===== src/rtl/data_mem_axi_bridge.sv =====
// Bridges the CPU data-memory request/response handshake onto single-beat AXI4
// read and write transactions, with at most one transaction outstanding.
module data_mem_axi_bridge #(
  parameter int AXI_ADDR_WIDTH = 40
) (
  input  logic                      cpu_clk,
  input  logic                      cpu_reset_n,
  input  logic [31:0]               Address,
  input  logic                      MemWrite,
  input  logic                      MemRead,
  input  logic [31:0]               Write_data,
  input  logic [3:0]                Write_strb,
  output logic                      Mem_Req_Ready,
  output logic [31:0]               Read_data,
  output logic                      Read_data_Valid,
  input  logic                      Read_data_Ready,
  output logic [AXI_ADDR_WIDTH-1:0] cpu_mem_araddr,
  output logic                      cpu_mem_arvalid,
  input  logic                      cpu_mem_arready,
  output logic [2:0]                cpu_mem_arsize,
  output logic [1:0]                cpu_mem_arburst,
  output logic [7:0]                cpu_mem_arlen,
  input  logic [31:0]               cpu_mem_rdata,
  input  logic                      cpu_mem_rvalid,
  output logic                      cpu_mem_rready,
  input  logic                      cpu_mem_rlast,
  output logic [AXI_ADDR_WIDTH-1:0] cpu_mem_awaddr,
  output logic                      cpu_mem_awvalid,
  input  logic                      cpu_mem_awready,
  output logic [2:0]                cpu_mem_awsize,
  output logic [1:0]                cpu_mem_awburst,
  output logic [7:0]                cpu_mem_awlen,
  output logic [31:0]               cpu_mem_wdata,
  output logic [3:0]                cpu_mem_wstrb,
  output logic                      cpu_mem_wvalid,
  input  logic                      cpu_mem_wready,
  output logic                      cpu_mem_wlast,
  input  logic                      cpu_mem_bvalid,
  output logic                      cpu_mem_bready
);

  typedef enum logic [2:0] {
    IDLE,
    RD_AR,
    RD_R,
    RD_RSP,
    WR_REQ,
    WR_B
  } state_t;

  state_t      state;
  logic [31:2] addr;
  logic [31:0] wdata;
  logic [3:0]  wstrb;
  logic        aw_done;
  logic        w_done;
  logic        aw_fire;
  logic        w_fire;
  logic        unused_inputs;

  // rlast is redundant with a single-beat burst; byte offset is dropped by alignment
  assign unused_inputs = ^{cpu_mem_rlast, Address[1:0]};

  assign aw_fire = cpu_mem_awvalid && cpu_mem_awready;
  assign w_fire  = cpu_mem_wvalid && cpu_mem_wready;

  assign Mem_Req_Ready   = (state == IDLE);
  assign cpu_mem_araddr  = {{(AXI_ADDR_WIDTH-32){1'b0}}, addr, 2'b00};
  assign cpu_mem_awaddr  = {{(AXI_ADDR_WIDTH-32){1'b0}}, addr, 2'b00};
  assign cpu_mem_arsize  = 3'b010;
  assign cpu_mem_arburst = 2'b01;
  assign cpu_mem_arlen   = 8'd0;
  assign cpu_mem_awsize  = 3'b010;
  assign cpu_mem_awburst = 2'b01;
  assign cpu_mem_awlen   = 8'd0;
  assign cpu_mem_wdata   = wdata;
  assign cpu_mem_wstrb   = wstrb;
  assign cpu_mem_wlast   = 1'b1;

  always_ff @(posedge cpu_clk or negedge cpu_reset_n) begin
    if (!cpu_reset_n) begin
      state           <= IDLE;
      addr            <= '0;
      wdata           <= '0;
      wstrb           <= '0;
      aw_done         <= 1'b0;
      w_done          <= 1'b0;
      Read_data       <= '0;
      Read_data_Valid <= 1'b0;
      cpu_mem_arvalid <= 1'b0;
      cpu_mem_rready  <= 1'b0;
      cpu_mem_awvalid <= 1'b0;
      cpu_mem_wvalid  <= 1'b0;
      cpu_mem_bready  <= 1'b0;
    end else begin
      case (state)
        IDLE: begin
          // A simultaneous read request is left pending; the write wins
          if (MemWrite) begin
            addr            <= Address[31:2];
            wdata           <= Write_data;
            wstrb           <= Write_strb;
            aw_done         <= 1'b0;
            w_done          <= 1'b0;
            cpu_mem_awvalid <= 1'b1;
            cpu_mem_wvalid  <= 1'b1;
            state           <= WR_REQ;
          end else if (MemRead) begin
            addr            <= Address[31:2];
            cpu_mem_arvalid <= 1'b1;
            state           <= RD_AR;
          end
        end
        RD_AR: begin
          if (cpu_mem_arready) begin
            cpu_mem_arvalid <= 1'b0;
            cpu_mem_rready  <= 1'b1;
            state           <= RD_R;
          end
        end
        RD_R: begin
          if (cpu_mem_rvalid) begin
            cpu_mem_rready  <= 1'b0;
            Read_data       <= cpu_mem_rdata;
            Read_data_Valid <= 1'b1;
            state           <= RD_RSP;
          end
        end
        RD_RSP: begin
          if (Read_data_Ready) begin
            Read_data_Valid <= 1'b0;
            state           <= IDLE;
          end
        end
        WR_REQ: begin
          if (aw_fire) begin
            cpu_mem_awvalid <= 1'b0;
            aw_done         <= 1'b1;
          end
          if (w_fire) begin
            cpu_mem_wvalid <= 1'b0;
            w_done         <= 1'b1;
          end
          // Either channel may complete first; wait for the later of the two
          if ((aw_done || aw_fire) && (w_done || w_fire)) begin
            cpu_mem_bready <= 1'b1;
            state          <= WR_B;
          end
        end
        WR_B: begin
          if (cpu_mem_bvalid) begin
            cpu_mem_bready <= 1'b0;
            state          <= IDLE;
          end
        end
        default: state <= IDLE;
      endcase
    end
  end

endmodule


===== config.mk =====
export PLATFORM = sky130hd
export DESIGN_NAME = data_mem_axi_bridge
export DESIGN_NICKNAME = d
export VERILOG_FILES = /design/src/rtl/data_mem_axi_bridge.sv
export SDC_FILE = /design/constraint.sdc
export NUM_CORES = 1
export LEC_CHECK = 0
export CORE_MARGIN = 2
export CORE_UTILIZATION = 38
export CTS_CLUSTER_DIAMETER = 40
export CTS_CLUSTER_SIZE = 24
export DETAILED_ROUTE_END_ITERATION = 10
export PLACE_DENSITY = 0.81
export RECOVER_POWER = 50
export SLEW_MARGIN = 20
export SYNTH_ARGS = -nofsm -noshare
export SYNTH_HDL_FRONTEND = slang
export SYNTH_SLANG_ARGS = --single-unit
export TNS_END_PERCENT = 50

===== constraint.sdc =====
create_clock -name cpu_clk -period 1.6 [get_ports cpu_clk]
set_clock_uncertainty 0.05 [all_clocks]
set_input_delay 0.4 -clock cpu_clk [delete_from_list [all_inputs] [get_ports cpu_clk]]
set_output_delay 0.4 -clock cpu_clk [all_outputs]
set_load 0.02 [all_outputs]

# Word-level counts from Yosys, hierarchy flattened
# Index checks and enable logic that the tools add are counted.
# classes
n_eq_ne	16
mux	33
reduce_logical	22
# ops
operator	n
two-way mux 30 bit	2
two-way mux 3 bit	7
!= test 2 bit (second input constant)	10
case mux 3 bit (6 select lines)	1
case mux 1 bit (2 select lines)	8
two-way mux 1 bit	15
AND reduction 3 bit	5
nonzero test 2 bit	6
equality test 3 x 2 -> 1 bit (second input constant)	2
equality test 3 bit (second input constant)	2
AND reduction 2 bit	3
AND reduction 6 bit	1
AND reduction 4 bit	1
equality test 3 x 1 -> 1 bit (second input constant)	1
logical AND 1 bit	3
logical NOT 3 bit	1
!= test 3 bit (second input constant)	1
logical OR 1 bit	2
# word_totals
register_bits	109
inputBits	111
output_inout_bits	182
word_cells	84

# Depth between registers and ports, before layout
# depth
ltp_word	5
mapped_depth	6

# Worst setup path after synthesis
# Ideal clock, no wire load.
# synth_path
path_kind	reg-to-reg
start	reg state[2]
end	reg addr[27] (netlist bit)
setup_ns	0.125
arrival_ns	1.468
t_required_ns	1.425
setup_slack_ns	-0.043
stages_incl_launch_ff	5
path_cell_list	dfrtp_1 -> nor3_4 -> and2b_4 -> buf_6 -> mux2_4
# synth_between
elab_chain_cells	2
# synth_lines
element	line	source
from (decl)	51	state_t state;
from (signal assigned)	82	state <= IDLE;
from (signal assigned)	107	state <= WR_REQ;
from (signal assigned)	111	state <= RD_AR;
logical NOT 3 bit	n/a	
via Mem_Req_Ready	13	output logic Mem_Req_Ready,
AND reduction 2 bit (no source line)	n/a	
to (signal assigned)	100	addr <= Address[31:2];
to (signal assigned)	109	addr <= Address[31:2];
to (decl)	52	logic [31:2] addr;
# The timed path passes the listed nets, and every way through them passes these cells.
# A chain may end at the register's enable or synchronous reset.

# Worst setup path in the final report
# layout_path
start	reg state[2]
end	reg addr[23] (netlist bit)
# layout_between
elab_chain_cells	2
# layout_lines
element	line	source
logical NOT 3 bit	96	case (state)
AND reduction 2 bit (no source line)	n/a	
# No other way between the ends.

==> metrics <==
Slew @ Worst Pin ~0.67 ns; CP arrival ~1.8 ns; H-tree lvl count 3; max frequency between 500 and 600 MHz; worst r2r src state[2]$_DFFE_PN0P_; CP Data Required Time between 1.5 and 2 ns; yosys warns 0; largest net degree at the start of global routing 39; top-count cell post-synth nand2_1; Worst Hold Class flop to flop; register area share after synthesis between 50% and 60%; top_reg_cell synth dfrtp_1; cell row count just over 40; CTS clk-pin slew, worst paths roughly 0.07 ns; Power Dens Cells around 1900 nW/µm²; Worst Reg-to-Reg Cells 5; Peak supply drop around 0.00076 V; RSZ-0062 raised after global routing true; CP delay by family, top simple AND/OR/NAND/NOR gates; vias in the first global route 3,711; Max Transition Viols Final 0; status finished with violations; GRT Total Usage 17.7%; initial antenna violation count 0; IO Pins between 200 and 300; Worst Hold Endpoint cpu_mem_wdata[26]$_DFFE_PN0P_; CP max stage delay 0.41 ns; RR Endpoint addr[23]$_DFFE_PN0P_; global route total overflow 0; Port Buffers 242; reg-to-reg slack, setup -0.07 ns; Final setup viols 63; drt via density around 4.5; post-route clock period utilization 104%; top post-synthesis cells by area dfrtp_1, buf_4, mux2_2, nand2_1, mux2_4; CP Class flop to flop; Util after Layout between 50% and 60%; area delta synth->final 51.7%; core area roughly 13,000 µm²; CP max FO 14; CP Launch Type flop; MaxCap Viol Count 0; ys async rst share 100%; Die ar. around 14,000 µm²; CP cell instances nor3_4 -> buf_6 -> and2b_4 -> buf_12 -> mux2_2; placer's final routability congestion estimate roughly 0.8; Final min period 1.67 ns; NumNets Final slightly below 800; CTS Root Cell clkbuf_16; initial core utilization 39.0%; Inserted Diodes 0; Hold Vio Cnt, Final 0; Post-synth EDFFs 0; DRT antenna net count 0; Max-slew headroom between 50% and 60%; Yosys cell types 29; Worst Slack Setup Final -0.0672 ns; Avg WL per Cell about 15 µm; hold_sp cpu_mem_wdata[26]$_DFFE_PN0P_; Overall Power ~14,000 µW; Synth Register Bits ~110; Via Count ~3.7k; DRC viols 0; commonest cells in the netlist nand2_1, dfrtp_1, buf_4; Bufs and invs on worst path 2; CTS Buf Count 9; clock sink count between 100 and 150; proportion of layout cells with a drive suffix above 1 around 15%; syn_area_per_cell between 10 and 15 µm²; CTS max path bufs 2; 1st-iter DRT viols 89; hold path cells 2; failing checks negative setup slack; Clk Latency, worst-skew pair ~0.35 ns; post-synthesis cell count 430; chip height 118 µm; CP max-delay cell dfrtp_1; Synth top area share 55.4%; area leader, netlist dfrtp_1; CTS tree yes; crit path capture type flop; Die W approximately 120 µm; pre-CTS setup slack -0.373 ns; Routed WL between 10,000 and 15,000 µm; synthesized area roughly 4900 µm²; P_leak about 0.0037 µW; Final HPWL DP 9610 µm; TritonRoute pass-1 iters 4; first-pass GRT wire length 19,500 µm
==> cell type report <==
type                            count  area, µm²
Clock buffer                       16        292
Fill cell                        1116       5150
Inverter                            1       3.75
Multi-Input combinational cell    271       1670
Sequential cell                   109       2730
Tap cell                          172        215
Timing Repair Buffer              269       2560
==> flip-flops by register name, summed over array words and instances, names as in the netlist, 3 cells and up <==
| name | flops |
|---|---|
| cpu_mem_wstrb | 4 |
| Read_data | 32 |
| addr | 30 |
| cpu_mem_wdata | 32 |
| state | 3 |
==> tightest hold or removal path, cell delays in order, from the launching register on <==
cell	delay (ns)
dfrtp_1	0.34
nand2_1	0.05
nand2_1	0.06
==> stage by stage <==
step	TNS (ns)	cell area, µm²	instances	hold slack, ns
5_1_grt	-6.10	7460	838	0.444
6_report	-2.43	7460	838	0.420
3_5_place_dp	-22.26	7240	814	0.297
2_1_floorplan	-0.739	5090	475	0.0544
4_1_cts	-2.24	7370	831	0.425
3_3_place_gp	-20.35	7240	814	0.287
==> how the worst max path moves through the flow <==
stage / startpoint / to / depth (start not counted)
3_3_place_gp: MemWrite / addr[15]$_DFFE_PN0P_ / 5
3_5_place_dp: MemRead / addr[9]$_DFFE_PN0P_ / 5
4_1_cts: state[2]$_DFFE_PN0P_ / Mem_Req_Ready / 2
5_1_grt: state[1]$_DFFE_PN0P_ / Read_data[17]$_DFFE_PN0P_ / 6
2_1_floorplan: state[1]$_DFFE_PN0P_ / addr[27]$_DFFE_PN0P_ / 4
6_report: state[2]$_DFFE_PN0P_ / addr[23]$_DFFE_PN0P_ / 5
==> cells by family after synthesis <==
group | share of synthesized area, %
AO/OA/AOI/OAI | 2.90
buffers and inverters | 14.5
flip-flops | 55.4
multiplexers | 15.4
other | 0.153
AND/OR/NAND/NOR | 11.6
==> timing repair <==
item | 4_1_cts | 5_1_grt
resized for setup | 136 | 13
setup buffers | 0 | 4
pin swaps | 1 | 1
setup endpoints to repair | 174 | 64
hold buffers | 1 | 0
hold endpoints to repair | 22 | 0
gates cloned | 0 | 3
==> report_power, final <==
part           switching, µW  internal, µW
Combinational           3890          2990
Clock                    947          1230
Sequential               757          4010
Total                   5600          8240
==> placed cells by master (no fill, tap or decap), types with 5 or more instances in the layout <==
master / Yosys / routed
nand2_1: 118 / 119
o21ai_0: 6 / 6
conb_1: 2 / 47
a21oi_1: 6 / 6
dfrtp_1: 109 / 108
dlygate4sd2_1: 0 / 133
mux2_2: 44 / 39
buf_4: 81 / 10
mux2_1: 8 / 7
clkbuf_16: 0 / 11
clkbuf_1: 1 / 5
clkdlybuf4s50_1: 0 / 106
mux2_4: 10 / 16
nor2_1: 9 / 9
==> layer usage <==
metal  vias to the layer above  part of all wire [%]  track usage (%)
met5                         -                     0                0
met2                       160                    54             33.1
met1                      1822                    37             19.3
li1                       1741                     -                -
met4                         0                   2.1             7.00
met3                        18                   6.5             4.12
Power figures use the tool's default switching activity.
